--- config.mk ---
export PLATFORM = sky130hd
export DESIGN_NAME = switch_2x2_4bit_rr
export DESIGN_NICKNAME = d
export VERILOG_FILES = /design/src/rtl/switch_2x2_4bit_rr.sv
export SDC_FILE = /design/constraint.sdc
export NUM_CORES = 1
export LEC_CHECK = 0
export CORE_ASPECT_RATIO = 0.7
export CORE_MARGIN = 3
export CORE_UTILIZATION = 48
export CTS_CLUSTER_SIZE = 8
export DETAILED_ROUTE_END_ITERATION = 8
export GPL_TIMING_DRIVEN = 0
export PLACE_DENSITY_LB_ADDON = 0.08
export SYNTH_ARGS = -nofsm -noshare
export SYNTH_HDL_FRONTEND = slang
export SYNTH_SLANG_ARGS = --single-unit
--- constraint.sdc ---
create_clock -name clk -period 2 [get_ports clk]
set_input_delay 0.4 -clock clk [delete_from_list [all_inputs] [get_ports clk]]
set_output_delay 0.4 -clock clk [all_outputs]
set_load 0.1 [all_outputs]
--- src/rtl/switch_2x2_4bit_rr.sv ---
// 2x2 crossbar switch: one FIFO per input, one registered output stage per port,
// and round-robin arbitration whenever both FIFO heads target the same output.
module switch_2x2_4bit_rr #(
  parameter int WIDTH = 4,
  parameter int DEPTH = 2
) (
  input  logic             clk,
  input  logic             rst,
  input  logic             in1_valid,
  input  logic [WIDTH-1:0] in1_data,
  input  logic             in1_dest,
  output logic             in1_ready,
  input  logic             in2_valid,
  input  logic [WIDTH-1:0] in2_data,
  input  logic             in2_dest,
  output logic             in2_ready,
  output logic             out1_valid,
  output logic [WIDTH-1:0] out1_data,
  input  logic             out1_ready,
  output logic             out2_valid,
  output logic [WIDTH-1:0] out2_data,
  input  logic             out2_ready
);

  localparam int AW = (DEPTH > 1) ? $clog2(DEPTH) : 1;
  localparam int EW = WIDTH + 1;

  typedef logic [AW-1:0] ptr_t;
  typedef logic [AW:0]   cnt_t;

  localparam ptr_t PTR_ONE  = ptr_t'(1);
  localparam cnt_t CNT_ONE  = cnt_t'(1);
  localparam cnt_t CNT_ZERO = cnt_t'(0);
  localparam cnt_t CNT_FULL = cnt_t'(DEPTH);

  // Entry layout is {dest, data}; index 0 is input 1, index 1 is input 2.
  logic [EW-1:0]    mem_q [2][DEPTH];
  logic [EW-1:0]    mem_d [2][DEPTH];
  ptr_t             wr_q [2];
  ptr_t             wr_d [2];
  ptr_t             rd_q [2];
  ptr_t             rd_d [2];
  cnt_t             cnt_q [2];
  cnt_t             cnt_d [2];
  logic [1:0]       ov_q;
  logic [1:0]       ov_d;
  logic [WIDTH-1:0] od_q [2];
  logic [WIDTH-1:0] od_d [2];
  // Priority pointer per output: 0 favours input 1, 1 favours input 2.
  logic [1:0]       prio_q;
  logic [1:0]       prio_d;

  logic [1:0]       in_valid_s;
  logic [1:0]       in_dest_s;
  logic [WIDTH-1:0] in_data_s [2];
  logic [1:0]       out_ready_s;
  logic [1:0]       hvld_s;
  logic [1:0]       hdest_s;
  logic [WIDTH-1:0] hdata_s [2];
  logic [1:0]       load_s;
  logic [1:0]       req_s [2];
  logic [1:0]       gnt_s [2];
  logic [1:0]       push_s;
  logic [1:0]       pop_s;

  assign in_valid_s  = {in2_valid, in1_valid};
  assign in_dest_s   = {in2_dest, in1_dest};
  assign in_data_s[0] = in1_data;
  assign in_data_s[1] = in2_data;
  assign out_ready_s = {out2_ready, out1_ready};

  // Arbitration, output-stage and FIFO next-state logic.
  always_comb begin
    mem_d  = mem_q;
    wr_d   = wr_q;
    rd_d   = rd_q;
    cnt_d  = cnt_q;
    ov_d   = ov_q;
    od_d   = od_q;
    prio_d = prio_q;
    pop_s  = 2'b00;
    push_s = 2'b00;
    for (int i = 0; i < 2; i++) begin
      hvld_s[i]  = (cnt_q[i] != CNT_ZERO);
      hdest_s[i] = mem_q[i][rd_q[i]][WIDTH];
      hdata_s[i] = mem_q[i][rd_q[i]][WIDTH-1:0];
    end
    for (int m = 0; m < 2; m++) begin
      load_s[m]   = !ov_q[m] || out_ready_s[m];
      req_s[m][0] = hvld_s[0] && (hdest_s[0] == m[0]);
      req_s[m][1] = hvld_s[1] && (hdest_s[1] == m[0]);
      gnt_s[m][0] = load_s[m] && req_s[m][0] && (!req_s[m][1] || (prio_q[m] == 1'b0));
      gnt_s[m][1] = load_s[m] && req_s[m][1] && (!req_s[m][0] || (prio_q[m] == 1'b1));
      if (load_s[m] && req_s[m][0] && req_s[m][1]) begin
        prio_d[m] = ~prio_q[m];
      end else begin
        prio_d[m] = prio_q[m];
      end
      if (gnt_s[m][0]) begin
        ov_d[m] = 1'b1;
        od_d[m] = hdata_s[0];
      end else if (gnt_s[m][1]) begin
        ov_d[m] = 1'b1;
        od_d[m] = hdata_s[1];
      end else if (out_ready_s[m]) begin
        ov_d[m] = 1'b0;
      end else begin
        ov_d[m] = ov_q[m];
      end
    end
    for (int i = 0; i < 2; i++) begin
      pop_s[i]  = gnt_s[0][i] || gnt_s[1][i];
      push_s[i] = in_valid_s[i] && (cnt_q[i] != CNT_FULL);
      if (push_s[i]) begin
        mem_d[i][wr_q[i]] = {in_dest_s[i], in_data_s[i]};
        wr_d[i] = wr_q[i] + PTR_ONE;
      end else begin
        wr_d[i] = wr_q[i];
      end
      if (pop_s[i]) begin
        rd_d[i] = rd_q[i] + PTR_ONE;
      end else begin
        rd_d[i] = rd_q[i];
      end
      case ({push_s[i], pop_s[i]})
        2'b10:   cnt_d[i] = cnt_q[i] + CNT_ONE;
        2'b01:   cnt_d[i] = cnt_q[i] - CNT_ONE;
        default: cnt_d[i] = cnt_q[i];
      endcase
    end
  end

  // State registers; reset overrides any push, pop or load in the same cycle.
  always_ff @(posedge clk) begin
    if (rst) begin
      for (int i = 0; i < 2; i++) begin
        for (int j = 0; j < DEPTH; j++) begin
          mem_q[i][j] <= '0;
        end
        wr_q[i]  <= '0;
        rd_q[i]  <= '0;
        cnt_q[i] <= '0;
        od_q[i]  <= '0;
      end
      ov_q   <= 2'b00;
      prio_q <= 2'b00;
    end else begin
      mem_q  <= mem_d;
      wr_q   <= wr_d;
      rd_q   <= rd_d;
      cnt_q  <= cnt_d;
      ov_q   <= ov_d;
      od_q   <= od_d;
      prio_q <= prio_d;
    end
  end

  assign in1_ready  = (cnt_q[0] != CNT_FULL);
  assign in2_ready  = (cnt_q[1] != CNT_FULL);
  assign out1_valid = ov_q[0];
  assign out1_data  = od_q[0];
  assign out2_valid = ov_q[1];
  assign out2_data  = od_q[1];

endmodule

==> summary.md <==
| Metric | Value |
|---|---|
| Run status | `completed` |
| WL/cell | `16.63 um` |
| Final Hold Vio Count | `0` |
| Worst hold stages | `1` |
| Reg-to-Reg End | `cnt_q[3]$_SDFFE_PP0P_` |
| Leak Pwr | `1.076 nW` |
| Leading area contributor after synthesis | `dfxtp_1` |
| DRT Pass-1 Iters | `4` |
| R2R cell count | `7` |
| I/O Pins | `28` |
| CTS tree | `yes` |
| Clock share of power | `0.216` |
| Antenna-violating nets left | `0` |
| Multi-input logic area | `1152 um^2` |
| CP arrival | `2.17 ns` |
| Global-route wire length before repair | `7.548 mm` |
| Post-DP HPWL | `3.158 mm` |
| Adder-Cell Fraction of Synth Area | `0.01326` |
| YS warnings | `0` |
| Crit path kind | `reg -> reg` |
| CTS H-tree lvls | `2` |
| Largest family of logic cells by synthesized area | `multiplexers` |
| CP Capture Type | `register` |
| Layout Cells excl Fill | `285` |
| Synth Area in XOR/XNOR | `0.01857` |
| HP Class | `reg -> reg` |
| Period utilization | `0.9748` |
| Period minus WS final | `1.950 ns` |
| Die ar. | `4731 um^2` |
| CTS Sinks | `40` |
| Syn Inst Count | `186` |
| Filler Cells Inserted | `287` |
| DP Cell Count | `263` |
| Post-synthesis cell area | `1887 um^2` |
| Layout net count | `253` |
| Crit-path max FO | `5` |
| Die Width | `80.94 um` |
| Top cell type's share of synthesized area | `0.4244` |
| Largest net degree at the start of global routing | `13` |
| Share of layout cells above drive strength 1 | `0.2638` |
| GP Congestion | `0.7985` |
| Slew of the pin with the lowest slew margin | `0.9641 ns` |
| Rel. slew slack | `0.3598` |
| Core ar. | `3649 um^2` |
| Post-synth EDFFs | `0` |
| FF+latch count, synth | `40` |
| Overflow after GRT | `0` |
| Overall power | `0.003573 W` |
| Skew final | `0.002426 ns` |
| Synth unique cells | `42` |
| Final Slew Violations | `0` |
| Combinational share of power | `0.487` |
| DR vias/cell | `5.600` |
| CP required | `2.22 ns` |
| Synthesized Nets | `204` |
| Seq. cell area | `805.8 um^2` |
| Starting Density | `0.5171` |
| Clk_lat worst skew | `0.29 ns` |
| Setup TNS | `0 ns` |
| Rows | `18` |
| Hold Startpoint | `out2_data[3]$_SDFFE_PP0P_` |
| R2R Setup Slk | `0.05 ns` |
| Power density over the cells | `1394 nW/um^2` |
| Post-synthesis simple-gate area fraction | `0.1757` |
| Seq/Total Area, Yosys | `0.4244` |
| Max IR drop VDD | `0.7964 mV` |
| Max Freq | `512.9 MHz` |
| Sw frac | `0.3939` |
| Post-Route WL | `4.739 mm` |
| Count leader, synth | `dfxtp_1` |
| Main area contributors after synthesis | `dfxtp_1, mux2i_1, nor2_1` |
| Total CTS buffers | `5` |
| Int Pwr | `0.002165 W` |
| CTS Buffer Depth | `2` |
| Antenna cell count | `0` |
| Most frequent cells after synthesis | `dfxtp_1, nor2_1, mux2i_1, a21oi_1, nand2_1` |
| Post-synthesis compound-gate area fraction | `0.1393` |
| Net Sw Power | `0.001407 W` |
| Fraction of registers with async set/reset | `0` |
| Final setup viols | `0` |
| Vias in the first global route | `1602` |
| Mux cell area share after synthesis | `0.2089` |
| Crit Reg-Reg Startpoint | `rd_q[1]$_SDFFE_PP0N_` |
| Predominant post-synthesis flop cell | `dfxtp_1` |
| Antenna violations before repair | `0` |
| Via count | `1596` |
| Startpoint types | `register` |
| Gr usage total | `0.2131` |
| Hold Path Sink | `out2_data[3]$_SDFFE_PP0P_` |
| Max Cap Viol | `0` |
| Clk root buf | `clkbuf_8` |
| Detailed Route Iter0 Violations | `70` |
| Synth Area per Inst | `10.14 um^2` |
| Die Span Y | `58.46 um` |
| DRC | `0` |
| Flop pwr share | `0.297` |
| Post-CTS Hold Fix Bufs | `0` |
| Worst-path clk slew | `0.08 ns` |
| Syn-to-layout area delta | `35.88%` |
| Port bufs | `27` |
[area by class of cell]
| cell class | instances | area share |
|---|---|---|
| multi-input cells | 140 | 0.4495 |
| flip-flops and latches | 40 | 0.3143 |
| plain buffers | 6 | 0.01464 |
| clock inverters | 2 | 0.02343 |
| clock buffers | 5 | 0.02684 |
| repair buffers | 42 | 0.1469 |
| well taps | 50 | 0.02440 |
[what timing repair did]
item,CTS,global route
cloned,0,0
endpoints found under the setup margin,14,2
resized for setup,26,9
buffers inserted,11,4
pin swaps,3,4
[cell families (layout without fill, tap and decap cells)]
logic type / count (synthesis) / after routing
AOI/OAI and AO/OA: 32 / 32
xor gates and xnor gates: 4 / 4
adders and majority gates: 2 / 2
buffers and inverters: 6 / 55
DFF: 40 / 40
muxes: 36 / 36
and+or+nand+nor: 66 / 66
[registers in the layout, indices dropped and copies added, names as in the netlist]
register,cells
out1_data,4
cnt_q,4
out2_data,4
ov_q,2
mem_q,20
prio_q,2
rd_q,2
wr_q,2
[stage by stage]
stage | hold WS (ns) | setup slack, ns | area, um^2 | utilization
6_report | 0.4724 | 0.05042 | 2564 | 0.7027
5_1_grt | 0.5040 | -0.05644 | 2564 | 0.7027
4_1_cts | 0.4796 | 0.01892 | 2500 | 0.6852
3_5_place_dp | 0.4629 | -0.4141 | 2227 | 0.6104
3_3_place_gp | 0.4557 | -0.3767 | 2227 | 0.6104
2_1_floorplan | 0.4444 | -0.005419 | 1894 | -
[critical path: stages (launching register included)]
cell and delay (ns):
dfxtp_1 0.34, buf_6 0.12, mux2i_4 0.32, nand3_4 0.16, o21ai_4 0.20, ha_4 0.23
or3_1 0.36, a21oi_1 0.14
[power by group through the flow]
stage	logic (W)	clock network, W	registers [W]
floorplan	0.000927	0	0.00126
global placement	0.00139	0	0.00105
detailed placement	0.00143	0	0.00106
CTS	0.00164	0.000785	0.00105
global route	0.00185	0.000827	0.00108
finish	0.00174	0.000771	0.00106
[routing by layer]
| layer | track usage | vias up | share of wire |
|---|---|---|---|
| li1 | - | 774 | - |
| met1 | 0.2796 | 767 | 0.46 |
| met2 | 0.3357 | 46 | 0.46 |
| met3 | 0.05352 | 9 | 0.056 |
| met4 | 0.08916 | 0 | 0.019 |
| met5 | 0 | - | 0 |
[cells in the final DEF (no fill, tap or decap), drive strengths merged]
cell,count
dfxtp,40
nor2,29
mux2i,28
buf,18
clkdlybuf4s50,15
dlygate4sd2,10
nand2,8
a21oi,8
clkbuf,8
mux2,8
a221o,6
o21ai,5
o22ai,5
nor3,5
nand2b,4
or2,4
nand3,4
or3,3
nor2b,3
nand3b,2
xnor2,2
a31oi,2
nor4,2
a22o,2
xor2,2
ha,2
bufinv,2
clkdlybuf4s15,2
and3,1
o2111ai,1
o311ai,1
o211ai,1
o31ai,1
or4,1
[how the worst max path moves through the flow]
stage | start | to | slack, ns
floorplan | ov_q[0]$_SDFFE_PP0P_ | cnt_q[1]$_SDFFE_PP0P_ | -0.005
global placement | out1_ready | cnt_q[1]$_SDFFE_PP0P_ | -0.38
detailed placement | out1_ready | cnt_q[1]$_SDFFE_PP0P_ | -0.41
CTS | rd_q[0]$_SDFFE_PP0N_ | cnt_q[3]$_SDFFE_PP0P_ | 0.02
global route | rd_q[1]$_SDFFE_PP0N_ | cnt_q[3]$_SDFFE_PP0P_ | -0.06
finish | rd_q[1]$_SDFFE_PP0N_ | cnt_q[3]$_SDFFE_PP0P_ | 0.05
Power figures use the tool's default switching activity.
